File: config.mk
export PLATFORM = sky130hd
export DESIGN_NAME = gmii_rx_fifo_writer
export DESIGN_NICKNAME = d
export VERILOG_FILES = /design/src/rtl/gmii_rx_fifo_writer.sv
export SDC_FILE = /design/constraint.sdc
export NUM_CORES = 1
export LEC_CHECK = 0
export ABC_AREA = 1
export BUFFER_PORTS_ARGS = -buffer_cell sky130_fd_sc_hd__buf_2
export CORE_AREA = 2 2 87 97
export CTS_BUF_LIST = sky130_fd_sc_hd__clkbuf_8
export CTS_CLUSTER_DIAMETER = 40
export DETAILED_ROUTE_END_ITERATION = 12
export DIE_AREA = 0 0 89 99
export HOLD_SLACK_MARGIN = 0.12
export PLACE_DENSITY = 0.78
export SYNTH_ARGS = -nofsm -noshare
export SYNTH_HDL_FRONTEND = slang
export SYNTH_SLANG_ARGS = --single-unit
File: constraint.sdc
create_clock -name clk -period 2.15 [get_ports clk]
set_input_delay 0.3225 -clock clk [delete_from_list [all_inputs] [get_ports clk]]
set_output_delay 0.3225 -clock clk [all_outputs]
set_load 0.02 [all_outputs]
File: src/rtl/gmii_rx_fifo_writer.sv
// GMII receive front end: packs each received byte into a {dv, er, data} word for the
// passthrough FIFO, admitting whole frames only and padding every frame with idle words.
module gmii_rx_fifo_writer #(
   parameter int unsigned DATA_WIDTH   = 8,
   parameter logic [7:0]  ADMIT_THRESH = 8'd64,
   parameter logic [7:0]  ABORT_THRESH = 8'd250,
   parameter int unsigned TAIL_WORDS   = 4
) (
   input  logic                  clk,
   input  logic                  rst_n,
   input  logic                  gmii_rx_dv,
   input  logic                  gmii_rx_er,
   input  logic [DATA_WIDTH-1:0] gmii_rxd,
   input  logic [7:0]            wrusedw,
   input  logic                  fifo_full,
   output logic                  wrreq,
   output logic [DATA_WIDTH+1:0] wrdata,
   output logic [15:0]           frame_pass_cnt,
   output logic [15:0]           frame_drop_cnt,
   output logic [15:0]           frame_trunc_cnt
);

   localparam int unsigned WORD_W    = DATA_WIDTH + 2;
   localparam logic [3:0]  TAIL_LAST = 4'(TAIL_WORDS - 1);

   typedef enum logic [2:0] {
      S_IDLE  = 3'd0,
      S_PASS  = 3'd1,
      S_TRUNC = 3'd2,
      S_DROP  = 3'd3,
      S_TAIL  = 3'd4
   } state_t;

   state_t                state;
   state_t                state_nxt;
   logic [3:0]            tail_cnt;
   logic [3:0]            tail_nxt;

   logic                  r_dv;
   logic                  r_er;
   logic [DATA_WIDTH-1:0] r_d;
   logic                  r_valid;
   logic                  prev_dv;

   logic                  start;
   logic                  frame_end;
   logic                  admit;
   logic                  abort;
   logic                  inc_pass;
   logic                  inc_drop;
   logic                  inc_trunc;
   logic                  wr_nxt;
   logic [WORD_W-1:0]     wdata_nxt;

   // r_valid holds prev_dv high for the first sampled cycle after reset, so a frame
   // already on the wire at release is seen as mid-frame rather than as a fresh start.
   always_ff @(posedge clk or negedge rst_n) begin
      if (!rst_n) begin
         r_dv    <= 1'b0;
         r_er    <= 1'b0;
         r_d     <= '0;
         r_valid <= 1'b0;
         prev_dv <= 1'b1;
      end else begin
         r_dv    <= gmii_rx_dv;
         r_er    <= gmii_rx_er;
         r_d     <= gmii_rxd;
         r_valid <= 1'b1;
         prev_dv <= r_valid ? r_dv : 1'b1;
      end
   end

   assign start     = r_dv & ~prev_dv;
   assign frame_end = ~r_dv & prev_dv;
   assign admit     = start & (wrusedw < ADMIT_THRESH) & ~fifo_full;
   assign abort     = (wrusedw >= ABORT_THRESH) | fifo_full;

   always_ff @(posedge clk or negedge rst_n) begin
      if (!rst_n) begin
         state    <= S_IDLE;
         tail_cnt <= '0;
      end else begin
         state    <= state_nxt;
         tail_cnt <= tail_nxt;
      end
   end

   always_comb begin
      state_nxt = state;
      tail_nxt  = tail_cnt;
      inc_pass  = 1'b0;
      inc_drop  = 1'b0;
      inc_trunc = 1'b0;
      case (state)
         S_IDLE: begin
            if (admit) begin
               state_nxt = S_PASS;
            end else if (r_dv) begin
               // refused start, or a frame whose beginning was never seen
               state_nxt = S_DROP;
               inc_drop  = 1'b1;
            end
         end
         S_PASS: begin
            if (r_dv) begin
               if (abort) begin
                  state_nxt = S_TRUNC;
                  inc_trunc = 1'b1;
               end
            end else begin
               state_nxt = S_TAIL;
               tail_nxt  = fifo_full ? 4'd0 : 4'd1;
               inc_pass  = 1'b1;
            end
         end
         S_TRUNC: begin
            if (!r_dv) begin
               state_nxt = S_TAIL;
               tail_nxt  = fifo_full ? 4'd0 : 4'd1;
            end
         end
         S_DROP: begin
            if (!r_dv) state_nxt = S_IDLE;
         end
         S_TAIL: begin
            if (!fifo_full) begin
               if (tail_cnt >= TAIL_LAST) state_nxt = S_IDLE;
               else                       tail_nxt  = tail_cnt + 4'd1;
            end
         end
         default: state_nxt = S_IDLE;
      endcase
   end

   // The error-marked word may land while fifo_full is high only in theory; it is
   // suppressed then, relying on the abort threshold to leave room in practice.
   always_comb begin
      wr_nxt    = 1'b0;
      wdata_nxt = '0;
      case (state)
         S_IDLE: begin
            if (admit) begin
               wr_nxt    = 1'b1;
               wdata_nxt = {1'b1, r_er, r_d};
            end
         end
         S_PASS: begin
            if (r_dv) begin
               if (abort) begin
                  wr_nxt    = ~fifo_full;
                  wdata_nxt = {1'b1, 1'b1, r_d};
               end else begin
                  wr_nxt    = 1'b1;
                  wdata_nxt = {1'b1, r_er, r_d};
               end
            end else begin
               wr_nxt = ~fifo_full;
            end
         end
         S_TRUNC: wr_nxt = frame_end & ~fifo_full;
         S_TAIL:  wr_nxt = ~fifo_full;
         default: wr_nxt = 1'b0;
      endcase
   end

   always_ff @(posedge clk or negedge rst_n) begin
      if (!rst_n) begin
         wrreq           <= 1'b0;
         wrdata          <= '0;
         frame_pass_cnt  <= '0;
         frame_drop_cnt  <= '0;
         frame_trunc_cnt <= '0;
      end else begin
         wrreq  <= wr_nxt;
         wrdata <= wdata_nxt;
         if (inc_pass && frame_pass_cnt != 16'hFFFF)
            frame_pass_cnt <= frame_pass_cnt + 16'd1;
         if (inc_drop && frame_drop_cnt != 16'hFFFF)
            frame_drop_cnt <= frame_drop_cnt + 16'd1;
         if (inc_trunc && frame_trunc_cnt != 16'hFFFF)
            frame_trunc_cnt <= frame_trunc_cnt + 16'd1;
      end
   end

endmodule

**Yosys cells after proc, flatten, opt, wreduce, memory -nomap -nowiden**

Index checks and enable logic that the tools add are counted.

- Bits in read-only memories: 0
- Word-level logic and storage cells: 82
- Bits in writable memories: 0
- Memories: 0
- Register bits after elaboration: 78
- Bits in latches: 0

- Shift operators: 0
- Div/mod/pow operators: 0
- $lt $le $gt $ge: 3
- Multiply operators: 0
- Bitwise gates (word level): 9
- Add/sub/neg operators: 4
- Equal/unequal tests: 15
- Muxes and demuxes: 31
- Reductions and logical operators: 8

Operators with widths:

| kind | number |
|---|---|
| adder 16 x 1 -> 16 bit (second input constant) | 3 |
| inequality test 16 bit (second input constant) | 3 |
| two-way mux 3 bit | 8 |
| two-way mux 10 bit | 2 |
| case mux 10 bit (2 select lines) | 1 |
| case mux 3 bit (5 select lines) | 1 |
| two-way mux 1 bit | 13 |
| two-way mux 4 bit | 3 |
| inequality test 2 bit (second input constant) | 6 |
| two-way mux 9 bit | 1 |
| >= comparator 8 bit (second input constant) | 1 |
| < comparator 8 x 7 -> 1 bit (second input constant) | 1 |
| case mux 4 bit (2 select lines) | 1 |
| equality test 3 x 2 -> 1 bit (second input constant) | 2 |
| inequality test 3 bit (second input constant) | 2 |
| AND reduction 6 bit | 1 |
| bitwise AND 1 bit | 5 |
| adder 4 x 1 -> 4 bit (second input constant) | 1 |
| >= comparator 4 x 2 -> 1 bit (second input constant) | 1 |
| case mux 1 bit (4 select lines) | 1 |
| AND reduction 4 bit | 1 |
| equality test 3 x 1 -> 1 bit (second input constant) | 1 |
| equality test 3 bit (second input constant) | 1 |
| logical AND 1 bit | 3 |
| other kinds (5) | 7 |

**Logic depth before layout (Yosys ltp)**

Gate-level depths: netlist of the first run.

- Depth in word-level cells: 7
- Gate-level depth with buffers: 10
- Gate-level depth less buffers: 9

**Worst setup path before layout of the first run**

Ideal clock, no wire load.

- Path kind: reg-to-reg
- Start: register frame_pass_cnt[0]
- End: register frame_pass_cnt[15]
- Buffers on the path: 1
- Arrival: 1550 ps
- Slack: 484 ps
- Library setup time: 116 ps
- Stages on the path, launching flop included: 10
- Cell sequence: dfrtp_1 ha_1 inv_1 nor2_2 nand2_2 o21ai_4 inv_2 buf_6 nand2_1 nand2_1

- Word-level cells in the longest chain between the ends: 2
- Elaborated cells between the ends (all ways): 3
- Those cells by class: 1 x add/sub; 1 x eq/ne; 1 x reduce/logical

RTL lines:

| element | line | source |
|---|---|---|
| from (decl) | 18 | `output logic [15:0] frame_pass_cnt,` |
| from (signal assigned) | 177 | `frame_pass_cnt <= frame_pass_cnt + 16'd1;` |
| parallel branches: the longest is 2 deep, another holds adder 16 x 1 -> 16 bit | n/a |  |

Several ways; the timed one is not identified.
A chain may end at the register's enable or synchronous reset.

**Worst setup path after layout of the first run**

- Start: register frame_drop_cnt[0]
- End: register frame_drop_cnt[1]

- Word-level cells in the longest chain between the ends: 2
- Elaborated cells between the ends (all ways): 3
- Those cells by class: 1 x add/sub; 1 x eq/ne; 1 x reduce/logical

RTL lines:

| element | line | source |
|---|---|---|
| from (decl) | 19 | `output logic [15:0] frame_drop_cnt,` |
| from (signal assigned) | 179 | `frame_drop_cnt <= frame_drop_cnt + 16'd1;` |
| parallel branches: the longest is 2 deep, another holds adder 16 x 1 -> 16 bit | n/a |  |

Several ways; the timed one is not identified.

==> key figures, run 1 <==
CTS
  • Clk slew on worst S/H paths: 0.08 ns
  • CTS tree: done
  • CTS Sinks: 78
  • Clock root cell: clkbuf_8
  • Max Buffers Root-to-Sink: 2
  • Clk Latency, worst-skew pair: 0.35 ns
  • H-tree levels: 3
  • Post-CTS setup buffer count: 0
  • Num CTS Buffers: 9

Finish
  • Most common cell after layout, fill and taps aside: nand2_1
  • Layout cells sized above 1: 17.95%
  • Layout fillers: 713
  • Number of antenna diodes: 0
  • Nets: 694
  • Final Instance Area: 0.005041 mm²
  • Area grow syn2layout: 20.45%
  • Most frequent cells in the layout: 247 x nand2_1, 77 x dfrtp_1, 77 x buf_2

Detailed routing
  • DRC viols: 0
  • Pre-Repair DR Iteration Count: 4
  • DR WL/cell: 12.16 µm
  • Via density: 5.036
  • Vias: 3,938
  • Antenna viol nets, final: 0
  • Starting DRT DRC Count: 120
  • Drt total wl: 9506 µm

Power and ir drop
  • Leak: 2.658 nW
  • Power Dens Cells: 901.8 mW/mm²
  • Worst vdd ir: 0.0004901 V

Worst setup path
  • CP max stage delay: 0.48 ns
  • Crit path arrival time: 2.17 ns
  • Register-to-Register Setup Slack: 0.22 ns
  • WS Path Type: reg -> reg
  • CP Capture Type: register
  • Worst-path fanout max: 24
  • FF-to-FF path depth: 9
  • Critical Path RT: 2.39 ns
  • CP max-delay cell: nor2_4
  • Top cell by count, worst path: nand2_1
  • R2R Path End: frame_drop_cnt[1]$_DFFE_PN0P_
  • CP Cell Sequence: ha_1, nand2_1, nor2_1, nand2_1, nor2_1, nor2_4, inv_2, nand2_1, nand2_1
  • Worst r2r src: frame_drop_cnt[0]$_DFFE_PN0P_
  • Critical path launch point type: register

Timing
  • Fmax: 518.3 MHz
  • RSZ-0062 raised after global routing: no
  • Slew Limit Fails: 0
  • Fin crit share: 89.73%
  • # setup viols final: 0
  • Least-Margin Pin Slew: 0.5785 ns
  • Skew final: 0.01339 ns
  • Endpoints failing hold: 0
  • Slew headroom: 61.34%
  • Crit path time final: 1.929 ns
  • Worst Slack Setup Final: 0.2208 ns

Synthesis
  • Avg Inst Size Synth: 7.330 µm²
  • Mapped cell area: 0.004185 mm²
  • Sequential share of the synthesized area: 46.67%
  • Yosys reg bits: 78
  • Yosys Warn Count: 0
  • Mapped Cells: 571
  • Synth unique cells: 24
  • Syn nets: 596

Floorplanning
  • DIE WIDTH: 89 µm
  • Total die area: 0.008811 mm²
  • CORE AREA: 0.007828 mm²
  • Ports: 80
  • Num rows: 34
  • Starting density of the core: 53.47%
  • Die height: 99 µm

Outcome
  • Run status: finished clean

Placed design
  • IO buf count: 78
  • Dpl ws: -0.07800 ns
  • GP Congestion: 0.9031
  • DP Wirelength: 6733 µm
  • Area post-placement: 0.004688 mm²

Global route
  • First-pass GRT wire length: 16,240 µm
  • Number of global-route vias before repair: 3,797
  • Antenna violations before repair: 0
  • GRT Util Overall: 23.12%
  • Global route overflow: 0
  • Largest net degree at the start of global routing: 43

Worst hold path
  • Hold path depth: 4
  • HP Start: fifo_full
  • Hold path endpoint: wrreq$_DFF_PN0_
  • Min-Delay Path Class: in -> reg

Job
  • Max cap viols: 0
cell usage after synthesis (all sizes together):
cell type,number,area [µm²]
nand3,29,150.1
nand2,251,952.2
ha,4,50.05
a21oi,1,5.000
nand3b,1,7.510
dfstp,1,26.28
conb,1,3.750
dfrtp,77,1927
nand4,16,100.1
nor2,81,341.6
nor3,1,5.000
inv,56,210.2
xor2,12,105.1
buf,6,67.56
xnor2,10,87.58
o21ai,24,146.4
state kept, by name, summed over array words and instances (netlist names):
name / count
frame_drop_cnt: 16
frame_pass_cnt: 16
frame_trunc_cnt: 16
prev_dv: 1
r_d: 8
r_dv: 1
r_er: 1
r_valid: 1
state: 3
tail_cnt: 4
wrdata: 10
wrreq: 1
how the worst max path moves through the flow:
| stage | endpoint | cells past startpoint | startpoint | slack [ns] |
|---|---|---|---|---|
| finish | frame_drop_cnt[1]$_DFFE_PN0P_ | 9 | frame_drop_cnt[0]$_DFFE_PN0P_ | 0.22 |
| global route | frame_drop_cnt[1]$_DFFE_PN0P_ | 8 | state[1]$_DFFE_PN0P_ | 0.06 |
| CTS | frame_drop_cnt[0]$_DFFE_PN0P_ | 9 | frame_drop_cnt[0]$_DFFE_PN0P_ | 0.25 |
| detailed placement | frame_drop_cnt[0]$_DFFE_PN0P_ | 9 | frame_drop_cnt[0]$_DFFE_PN0P_ | -0.08 |
| global placement | frame_drop_cnt[15]$_DFFE_PN0P_ | 9 | frame_drop_cnt[0]$_DFFE_PN0P_ | 0.01 |
| floorplan | frame_pass_cnt[15]$_DFFE_PN0P_ | 9 | frame_pass_cnt[0]$_DFFE_PN0P_ | 0.48 |
area by class of cell:
class	instances	area, µm²	share of cell area (%)
Tap cell	108	135.1	2.681
Clock buffer	9	123.9	2.457
Clock inverter	7	113.9	2.259
Inverter	56	210.2	4.170
Sequential cell	78	1953	38.74
Multi-Input combinational cell	431	1959	38.87
Timing Repair Buffer	93	545.5	10.82
critical path, delay by kind of cell, from the launching register on:
family | cells | cell delay [ns]
flip-flops | 1 | 0.39
AND/OR/NAND/NOR | 7 | 0.99
adder cells (fa/ha/maj) | 1 | 0.24
buffers and inverters | 1 | 0.20
report_power, final:
part	internal (W)	switching [W]	leakage [nW]	total (W)
logic	0.000452	0.000880	1.51	0.00133
registers	0.00168	0.000224	1.04	0.00190
clock network	0.000765	0.000551	0.117	0.00132
total	0.00289	0.00165	2.66	0.00455
stage by stage:
stage	hold WS (ns)	TNS [ns]	power [W]	std cells	utilization, %
after global placement	0.3216	0	0.003168	755	59.89
final	0.3695	0	0.004546	782	64.40
after detailed placement	0.3203	-0.5224	0.003235	755	59.89
after CTS	0.3612	0	0.004574	782	64.40
after global routing	0.3862	0	0.004847	782	64.40
after floorplan	0.02691	0	0.002836	571	-
layer usage:
layer  vias to the layer above  GRT usage [%]  part of all wire [%]
li1                       1967              -                     -
met1                      1838          28.25                    43
met2                       116          39.32                    50
met3                        17          4.941                   4.9
met4                         0          9.185                   1.5
met5                         -              0                     0
timing repair:
item | CTS | global route
setup endpoints to repair | 9 | 0
hold endpoints to repair | 46 | 0
resized for setup | 1 | 0
hold buffers | 11 | 0
kinds of logic (layout without fill, tap and decap cells):
group / count (synthesis) / count (layout) / synth area share [%]
AOI/OAI and AO/OA: 25 / 25 / 3.617
adders and majority gates: 4 / 4 / 1.196
xor gates and xnor gates: 22 / 22 / 4.604
other: 1 / 1 / 0.08960
and+or+nand+nor: 379 / 379 / 37.19
buffers and inverters: 62 / 165 / 6.637
DFF: 78 / 78 / 46.67
Power figures use the tool's default switching activity.
==> run 2: changes to the inputs <==
MAX_ROUTING_LAYER = met4   (was unset)
==> key figures, run 2 (synthesis results as in run 1) <==
Power and ir drop
  • Leak: 2.658 nW
  • Power Dens Cells: 900.8 mW/mm²
  • Worst vdd ir: 0.0004900 V
  • Overall power: 0.004541 W

Worst setup path
  • Critical Path RT: 2.39 ns
  • Worst r2r src: frame_drop_cnt[0]$_DFFE_PN0P_
  • CP max-delay cell: nor2_4
  • Critical path destination: frame_drop_cnt[1]$_DFFE_PN0P_
  • FF-to-FF path depth: 9
  • Worst-path fanout max: 24
  • Register-to-Register Setup Slack: 0.23 ns
  • WS Path Type: reg -> reg
  • R2R Path End: frame_drop_cnt[1]$_DFFE_PN0P_
  • CP Cell Sequence: ha_1, nand2_1, nor2_1, nand2_1, nor2_1, nor2_4, inv_2, nand2_1, nand2_1
  • CP Capture Type: register
  • Critical Path Start: frame_drop_cnt[0]$_DFFE_PN0P_
  • Critical path launch point type: register
  • Top cell by count, worst path: nand2_1
  • Crit path arrival time: 2.16 ns
  • CP max stage delay: 0.47 ns

Detailed routing
  • Via density: 5.069
  • Antenna viol nets, final: 0
  • Vias: 3,964
  • Pre-Repair DR Iteration Count: 5
  • Starting DRT DRC Count: 128
  • DR WL/cell: 12.15 µm
  • DRC viols: 0
  • Drt total wl: 9498 µm

CTS
  • CTS tree: done
  • Clk slew on worst S/H paths: 0.08 ns
  • Max Buffers Root-to-Sink: 2
  • CTS Sinks: 78
  • H-tree levels: 3
  • Clock root cell: clkbuf_8
  • Post-CTS setup buffer count: 0
  • Clk Latency, worst-skew pair: 0.35 ns
  • Num CTS Buffers: 9

Timing
  • Fmax: 519.7 MHz
  • Slew Limit Fails: 0
  • Crit path time final: 1.924 ns
  • Endpoints failing hold: 0
  • Final Hold Slack: 0.3701 ns
  • Slew headroom: 62.24%
  • RSZ-0062 raised after global routing: no
  • Skew final: 0.01344 ns
  • Fin crit share: 89.50%
  • Least-Margin Pin Slew: 0.5650 ns
  • # setup viols final: 0

Floorplanning
  • Die height: 99 µm
  • Total die area: 0.008811 mm²
  • Starting density of the core: 53.47%
  • CORE AREA: 0.007828 mm²
  • Num rows: 34
  • Ports: 80
  • DIE WIDTH: 89 µm

Finish
  • Biggest regs: frame_drop_cnt: 16 flops, frame_pass_cnt: 16 flops, frame_trunc_cnt: 16 flops
  • Layout cells sized above 1: 17.95%
  • Storage element area: 0.001953 mm²
  • Nets: 694
  • Most frequent cells in the layout: 247 x nand2_1, 77 x dfrtp_1, 77 x buf_2
  • Layout Cells excl Fill: 782
  • Most common cell after layout, fill and taps aside: nand2_1
  • Area grow syn2layout: 20.45%
  • Layout fillers: 713
  • Number of antenna diodes: 0
  • Area of the multi-input gates: 0.001959 mm²

Global route
  • Global route overflow: 0
  • Number of global-route vias before repair: 3,798
  • Antenna violations before repair: 0
  • Largest net degree at the start of global routing: 43
  • First-pass GRT wire length: 16,240 µm
  • GRT Util Overall: 23.80%

Placed design
  • GP Congestion: 0.9186
  • Inst Count DP: 755
  • IO buf count: 78
  • DP Wirelength: 6733 µm

Outcome
  • Run status: finished clean

Worst hold path
  • Min-Delay Path Class: in -> reg

Job
  • Max cap viols: 0
==> run 2: metrics by stage <==
stage	TNS (ns)	setup slack, ns	instance area [µm²]	util, %
after floorplan	0	0.4840	4185	-
after global placement	0	0.01275	4688	59.89
after detailed placement	-0.5224	-0.07800	4688	59.89
after CTS	0	0.2477	5041	64.40
after global routing	0	0.06018	5041	64.40
final	0	0.2257	5041	64.40
==> run 2: worst max-delay path: cells and delay by family (launching register included) <==
family                     cells  cell delay (ns)
DFF                            1             0.39
adders and majority gates      1             0.24
and+or+nand+nor                7             0.98
buffers and inverters          1             0.20
==> run 2: worst min path at each step <==
stage	start	endpoint	cells after the start
floorplan	rst_n	frame_drop_cnt[0]$_DFFE_PN0P_	0
detailed placement	rst_n	r_d[3]$_DFF_PN0_	1
CTS	fifo_full	wrreq$_DFF_PN0_	4
global route	r_valid$_DFF_PN0_	prev_dv$_DFF_PN1_	1
global placement	rst_n	wrdata[2]$_DFF_PN0_	1
finish	fifo_full	wrreq$_DFF_PN0_	4
==> run 2: layout make-up <==
| type | count | area share, % |
|---|---|---|
| Clock inverter | 7 | 2.259 |
| Timing Repair Buffer | 93 | 10.82 |
| Inverter | 56 | 4.170 |
| Multi-Input combinational cell | 431 | 38.87 |
| Clock buffer | 9 | 2.457 |
| Sequential cell | 78 | 38.74 |
| Tap cell | 108 | 2.681 |
==> run 2: where the power goes <==
| part | internal [W] | total, W | switching, W |
|---|---|---|---|
| combinational | 0.000452 | 0.00133 | 0.000878 |
| clock | 0.000765 | 0.00131 | 0.000548 |
| sequential | 0.00168 | 0.00190 | 0.000224 |
==> run 2: routing by layer <==
| metal | wire [µm] | global-route usage (%) |
|---|---|---|
| met1 | 4083 | 28.47 |
| met2 | 4804 | 39.32 |
| met3 | 459 | 4.606 |
| met4 | 150 | 9.185 |
| met5 | 0 | - |
==> run 2: timing repair <==
| item | 4_1_cts | 5_1_grt |
|---|---|---|
| gates resized for setup | 1 | 0 |
| endpoints found under the hold margin | 46 | 0 |
| hold buffers | 11 | 0 |
| endpoints found under the setup margin | 9 | 0 |
